File: src/rtl/uart_port_controller.sv
// Shares one uart TX path between two byte requesters and captures received bytes.
// Keeps sticky overrun, framing-error and TX start-timeout flags.
module uart_port_controller #(
  parameter int ARB_MODE      = 0,
  parameter int TIMEOUT_WIDTH = 16,
  parameter int START_TIMEOUT = 4096
) (
  input  logic       clk,
  input  logic       rst_n,
  input  logic       req0_valid,
  input  logic [7:0] req0_data,
  output logic       req0_ready,
  input  logic       req1_valid,
  input  logic [7:0] req1_data,
  output logic       req1_ready,
  output logic       uart_transmit,
  output logic [7:0] uart_tx_byte,
  input  logic       uart_is_transmitting,
  input  logic       uart_received,
  input  logic [7:0] uart_rx_byte,
  input  logic       uart_rx_error,
  output logic       rx_valid,
  output logic [7:0] rx_data,
  input  logic       rx_ready,
  output logic       rx_overrun,
  output logic       rx_frame_err,
  output logic       tx_timeout,
  input  logic       clear_status,
  output logic       tx_busy
);

  // Handshakes: a byte moves when valid & ready are both high at a rising clk edge;
  // valid must not depend on ready, ready may depend on valid.

  typedef enum logic [1:0] {
    IDLE  = 2'd0,
    START = 2'd1,
    DONE  = 2'd2
  } tx_state_t;

  localparam logic [TIMEOUT_WIDTH-1:0] TIMEOUT_LAST = TIMEOUT_WIDTH'(START_TIMEOUT - 1);

  tx_state_t                state;
  tx_state_t                state_next;
  logic                     last_grant;
  logic                     grant;
  logic                     any_valid;
  logic                     can_grant;
  logic                     accept;
  logic                     timeout_hit;
  logic [TIMEOUT_WIDTH-1:0] start_cnt;

  logic       recv_d;
  logic       recv_q;
  logic       err_d;
  logic       err_q;
  logic [7:0] byte_d;
  logic       recv_rise;
  logic       err_rise;
  logic       rx_pop;
  logic       overrun_set;

  // grant selects requester 1 when high; only meaningful while any_valid
  always_comb begin
    grant     = 1'b0;
    any_valid = req0_valid || req1_valid;
    if (ARB_MODE == 1) begin
      grant = !req0_valid && req1_valid;
    end else if (req0_valid && req1_valid) begin
      grant = !last_grant;
    end else begin
      grant = req1_valid;
    end
  end

  assign can_grant   = (state == IDLE) && !uart_is_transmitting && any_valid;
  assign req0_ready  = can_grant && !grant;
  assign req1_ready  = can_grant && grant;
  assign accept      = (req0_valid && req0_ready) || (req1_valid && req1_ready);
  assign timeout_hit = (state == START) && !uart_is_transmitting && (start_cnt == TIMEOUT_LAST);

  always_comb begin
    state_next = state;
    case (state)
      IDLE:    if (accept) state_next = START;
      START: begin
        if (uart_is_transmitting) state_next = DONE;
        else if (start_cnt == TIMEOUT_LAST) state_next = IDLE;
      end
      DONE:    if (!uart_is_transmitting) state_next = IDLE;
      default: state_next = IDLE;
    endcase
  end

  always_ff @(posedge clk or negedge rst_n) begin
    if (!rst_n) begin
      state        <= IDLE;
      last_grant   <= 1'b1;
      uart_tx_byte <= 8'h00;
      start_cnt    <= '0;
    end else begin
      state <= state_next;
      if (accept) begin
        uart_tx_byte <= grant ? req1_data : req0_data;
        last_grant   <= grant;
      end
      if (state == START) start_cnt <= start_cnt + 1'b1;
      else start_cnt <= '0;
    end
  end

  // Decoded straight from the state register so reset drops transmit asynchronously
  assign uart_transmit = (state == START);
  assign tx_busy       = (state != IDLE);

  assign recv_rise   = recv_d && !recv_q;
  assign err_rise    = err_d && !err_q;
  assign rx_pop      = rx_valid && rx_ready;
  assign overrun_set = recv_rise && rx_valid && !rx_pop;

  always_ff @(posedge clk or negedge rst_n) begin
    if (!rst_n) begin
      recv_d       <= 1'b0;
      recv_q       <= 1'b0;
      err_d        <= 1'b0;
      err_q        <= 1'b0;
      byte_d       <= 8'h00;
      rx_valid     <= 1'b0;
      rx_data      <= 8'h00;
      rx_overrun   <= 1'b0;
      rx_frame_err <= 1'b0;
      tx_timeout   <= 1'b0;
    end else begin
      recv_d <= uart_received;
      recv_q <= recv_d;
      err_d  <= uart_rx_error;
      err_q  <= err_d;
      byte_d <= uart_rx_byte;

      if (recv_rise && (!rx_valid || rx_pop)) begin
        rx_data  <= byte_d;
        rx_valid <= 1'b1;
      end else if (rx_pop) begin
        rx_valid <= 1'b0;
      end

      // A set event in the same cycle as clear_status keeps the flag high
      if (overrun_set) rx_overrun <= 1'b1;
      else if (clear_status) rx_overrun <= 1'b0;

      if (err_rise) rx_frame_err <= 1'b1;
      else if (clear_status) rx_frame_err <= 1'b0;

      if (timeout_hit) tx_timeout <= 1'b1;
      else if (clear_status) tx_timeout <= 1'b0;
    end
  end

endmodule

File: config.mk
export PLATFORM = sky130hd
export DESIGN_NAME = uart_port_controller
export DESIGN_NICKNAME = d
export VERILOG_FILES = /design/src/rtl/uart_port_controller.sv
export SDC_FILE = /design/constraint.sdc
export NUM_CORES = 1
export LEC_CHECK = 0
export ABC_AREA = 0
export CORE_MARGIN = 1
export CORE_UTILIZATION = 50
export DETAILED_ROUTE_END_ITERATION = 10
export GPL_TIMING_DRIVEN = 1
export PLACE_DENSITY = 0.83
export SETUP_SLACK_MARGIN = 0.1
export SLEW_MARGIN = 25
export SYNTH_ARGS = -nofsm -noshare
export SYNTH_HDL_FRONTEND = slang
export SYNTH_SLANG_ARGS = --single-unit
File: constraint.sdc
create_clock -name clk -period 4.96 [get_ports clk]
set_input_delay 1.488 -clock clk [delete_from_list [all_inputs] [get_ports clk]]
set_output_delay 1.488 -clock clk [all_outputs]
set_load 0.01 [all_outputs]
== Word level (Yosys, flattened, before mapping) ==
Index checks and enable logic that the tools add are counted.

* Add/sub/neg operators: 1
* Equal/unequal tests: 6
* Muxes and demuxes: 14
* Reductions and logical operators: 32

{| class="wikitable"
|+ Operators by type and width
! kind !! number
|-
| adder 16 x 1 -> 16 bit, second input constant || 1
|-
| == test 16 x 12 -> 1 bit, second input constant || 1
|-
| two-way mux 16 bit || 1
|-
| logical AND 1 bit || 15
|-
| nonzero test 2 bit || 5
|-
| two-way mux 2 bit || 4
|-
| two-way mux 8 bit || 1
|-
| logical NOT 1 bit || 7
|-
| two-way mux 1 bit || 7
|-
| case mux 2 bit (3 select lines) || 1
|-
| inequality test 2 bit, second input constant || 2
|-
| logical OR 1 bit || 3
|-
| inequality test 3 x 1 -> 1 bit, second input constant || 1
|-
| AND reduction 3 bit || 1
|-
| == test 2 x 1 -> 1 bit, second input constant || 1
|-
| == test 2 bit, second input constant || 1
|-
| logical NOT 2 bit || 1
|}

* Register bits after elaboration: 51
* Output and inout port bits: 24
* Logic and storage cells: 67

== Logic depth before layout (Yosys ltp) ==
Gate-level depths: netlist of the first run.

* Word-level depth: 8
* Mapped depth: 6

== Worst setup path before layout of the first run ==
Ideal clock, no wire load.

* Path kind: in2out
* Start point: input port req1_valid
* End point: output port req0_ready
* Data arrival time: 2324 ps
* Required time: 3472 ps
* Path slack: 1148 ps
* Stages: 4
* Cells stage by stage: o21ai_0 > clkbuf_1 > clkbuf_1 > nor2_1

* Longest elaborated chain between the ends: 4
* Elaborated cells between the ends (all ways): 6
* Classes of those cells: mux: 1; reduce/logical: 5

{| class="wikitable"
|+ Ends and longest elaborated chain
! what !! line !! source
|-
| from (decl) || 13 || <nowiki>input logic req1_valid,</nowiki>
|-
| logical AND 1 bit || 69 || <nowiki>end else if (req0_valid && req1_valid) begin</nowiki>
|-
| two-way mux 1 bit || 69 ||
|-
| logical NOT 1 bit || 77 || <nowiki>assign req0_ready = can_grant && !grant;</nowiki>
|-
| logical AND 1 bit * || 77 ||
|-
| to (decl) || 12 || <nowiki>output logic req0_ready,</nowiki>
|}

Every way passes the cells marked *; elsewhere a longest branch is shown, timed or not.

== Worst setup path after layout of the first run ==
* Start point: input port uart_is_transmitting
* End point: output port req1_ready

* Longest elaborated chain between the ends: 4

{| class="wikitable"
|+ Ends and longest elaborated chain
! what !! line !! source
|-
| from (decl) || 18 || <nowiki>input logic uart_is_transmitting,</nowiki>
|-
| logical NOT 1 bit || -- ||
|-
| logical AND 1 bit (2 in a row) || 76 || <nowiki>assign can_grant = (state == IDLE) && !uart_is_transmitting && any_valid;</nowiki>
|-
| logical AND 1 bit || 78 || <nowiki>assign req1_ready = can_grant && grant;</nowiki>
|-
| to (decl) || 15 || <nowiki>output logic req1_ready,</nowiki>
|}

No other way between the ends.

==> out/results.ini, run 1 <==
[synthesis]
synth_edf_count=0
syn_inst=170
synth-seq-cells=51
seq_area_frac_synth_pct=63.0
synth_nets=204
syn_avg_cell_area_um2=11.9
ys_types=35
synth_area_um2=2030
synth_ff_type=dfrtp_1
ys_async_sr_fraction_pct=100
ys_warn_count=0

[clock_network]
cts_setup_buffers=0
cts_tree=built
clkLatencyLatePin_ns=0.30
root_buffer=clkbuf_8
cts.path.max_buffers=2
path_clk_slew_ns=0.08
cts_resized=0
numCtsBuffers=5
cts_sinks=51
ctsHoldBuffers=0
htreeDepth=2

[critical_path]
end_kind=primary output
crit_start=uart_is_transmitting
ff2ff_setup_slack_ns=3.31
rr_endpoint=start_cnt[14]
required_ns=3.47
cpMostUsedCell=clkdlybuf4s50_1
path_delay_family=buffers and inverters
slowest_delay_ns=0.55
cp.arrival_ns=3.06
r2r.worst_path.cells=5
critPathSlowestCell=clkdlybuf4s50_1
r2r-start=start_cnt[0]
worst_setup_path_endpoint=req1_ready
path_class=in -> out
crit_buf_inv=2
worst-path-stages=5
cp_cell_sequence=clkdlybuf4s50_1, nor3_1, o21ai_0, nor2b_1, clkdlybuf4s50_1
crit_fanout=5
start_kind=input port

[power_and_ir_drop]
netSwitchingPower_w=0.000286
power.leakage_nw=1.20
ir_worst_vdd_mv=0.233
clkPwrFrac_pct=29.3
p_int_w=0.000844
p_sw_share_pct=25.3
p_seq_share_pct=45.7
p_per_area_nw_per_um2=407
share_comb_of_total_power_pct=25.0

[final_layout]
n_fill_cell=245
diodes=0
stdcell_area_um2=2780
nets=264
multiInputGateArea_um2=708
final-seq-area_um2=1280
drive_gt1_share_pct=11.3
syn2layout_area_growth_pct=37.0

[worst_hold_path]
hold_class=reg -> reg
min_from=err_d

[die]
dieWidth_um=65.7
die_y_um=65.7
num_rows=22
core_area_um2=3770
initial_utilization_pct=53.8
die_area_um2=4320
num_io_pins=57

[global_routing]
grt_antenna_before_repair=0
first_global_vias=1596
grt_pass1_wl_um=6900
grt-ovfl-total=0
grt_use_total_pct=21.8
grt_max_degree=52

[timing]
rsz0062_at_grt=no
hold_violations=0
slew_headroom_pct=53.0
finalSetupViolations=0
max_freq_ghz=0.220
tightestPinTransition_ns=0.703
min_period_ns=4.54
finClkSkew_ns=0.00541
final-max-slew-violation-count=0
setup_tns_ns=0
timing.final.crit_share_pct=91.6

[routing]
post_drt_wl_per_cell_um=14.4
drc=0
firstDrtPassIters=4
ant_nets=0
routed_wl_um=4020
vias=1481
viasPerCell=5.31
drtIter0Drc=77

[placement]
gp_congestion=0.712
hpwlAfterDp_um=2990
dpl_cell_area_um2=2640
io_buffers=56

[job]
maxCapViolations=0

[run_status]
status=completed

==> worst min path at each step <==
stage / endpoint / slack (ns) / cells after the start
CTS: err_q / 0.38 / 0
detailed placement: err_q / 0.36 / 0
finish: err_q / 0.38 / 0
global placement: err_q / 0.36 / 0
global route: err_q / 0.39 / 0
floorplan: err_q / 0.35 / 0
==> worst reg2reg max path: stages (launching register included) <==
cell and delay [ns]:
dfrtp_1 0.39, ha_1 0.23, and3_2 0.24, nand2_1 0.07
or4_1 0.48, a21oi_1 0.16
==> registers in the layout, summed over array words and instances, names as in the netlist <==
name	flops
tx_timeout	1
err_d	1
state	2
byte_d	8
rx_frame_err	1
rx_data	8
start_cnt	16
err_q	1
recv_q	1
uart_tx_byte	8
recv_d	1
rx_overrun	1
rx_valid	1
last_grant	1
==> stage by stage <==
step / setup WS, ns / util (%) / power, W / cells / hold slack [ns]
floorplan: 1.15 / - / 0.000637 / 170 / 0.354
global placement: 0.415 / 70.1 / 0.000798 / 271 / 0.359
detailed placement: 0.396 / 70.1 / 0.000811 / 271 / 0.363
CTS: 0.408 / 73.6 / 0.00114 / 279 / 0.383
global route: 0.271 / 73.7 / 0.00119 / 279 / 0.392
finish: 0.416 / 73.7 / 0.00113 / 279 / 0.377
==> power groups by stage <==
| stage | Clock (W) | Combinational, W | Sequential [W] |
|---|---|---|---|
| after floorplan | 0 | 0.0000932 | 0.000544 |
| after global placement | 0 | 0.000278 | 0.000520 |
| after detailed placement | 0 | 0.000285 | 0.000526 |
| after CTS | 0.000337 | 0.000287 | 0.000517 |
| after global routing | 0.000355 | 0.000309 | 0.000524 |
| final | 0.000331 | 0.000283 | 0.000517 |
==> metal layers <==
metal	wire length, um	share of wire [%]	track usage, %	vias up
met3	192	4.8	6.94	9
met4	75	1.9	8.15	0
met2	2130	53	39.4	37
li1	-	-	-	702
met1	1610	40	23.4	733
met5	0	0	0	-
==> layout by cell type (no fill, tap or decap), drive strengths merged, types with 3 or more instances in the layout <==
| cell | netlist | layout |
|---|---|---|
| xor2 | 7 | 7 |
| nand2 | 14 | 14 |
| clkbuf | 4 | 6 |
| or4 | 3 | 3 |
| clkdlybuf4s50 | 0 | 55 |
| dfrtp | 50 | 50 |
| inv | 5 | 5 |
| nand3 | 6 | 6 |
| mux2 | 8 | 8 |
| mux2i | 8 | 8 |
| nand2b | 5 | 5 |
| o21ai | 11 | 11 |
| xnor2 | 3 | 3 |
| nor2 | 13 | 13 |
| and3 | 3 | 3 |
| o31ai | 3 | 3 |
| buf | 2 | 4 |
| a21oi | 4 | 4 |
==> synth_stat cells (3+ instances only) <==
master | count | area share (%)
inv_1 | 5 | 0.93
a21oi_1 | 4 | 0.99
clkbuf_1 | 4 | 0.74
or4_1 | 3 | 1.1
o31ai_1 | 3 | 1.1
nand3_1 | 5 | 1.2
nand2_1 | 14 | 2.6
mux2_2 | 8 | 4.4
o21ai_0 | 11 | 2.7
mux2i_1 | 8 | 3.9
nor2_1 | 13 | 2.4
dfrtp_1 | 50 | 62
xnor2_1 | 3 | 1.3
nand2b_1 | 5 | 1.5
xor2_1 | 7 | 3.0
==> final cells by class <==
| type | count | area share (%) |
|---|---|---|
| timing repair buffer | 59 | 20.9 |
| multi-input combinational | 108 | 25.5 |
| sequential | 51 | 46.0 |
| clock inverter | 2 | 2.16 |
| clock buffer | 6 | 2.61 |
| tap | 48 | 2.16 |
| inverter | 5 | 0.676 |
==> kinds of logic (layout without fill, tap and decap cells) <==
| family | Yosys count | in the layout | synth area share, % |
|---|---|---|---|
| XOR/XNOR | 10 | 10 | 4.32 |
| multiplexers | 16 | 16 | 8.39 |
| AND/OR/NAND/NOR | 57 | 57 | 14.6 |
| adder cells (fa/ha/maj) | 1 | 1 | 0.617 |
| flip-flops | 51 | 51 | 63.0 |
| AO/OA/AOI/OAI | 24 | 24 | 6.97 |
| buffers and inverters | 11 | 72 | 2.10 |
(Power assumes the default switching activity.)
==> run 2, diff against run 1 <==
- CAP_MARGIN: unset -> 20
==> results of run 2 <==
Final layout, timing and power as in run 1 (identical DEF).
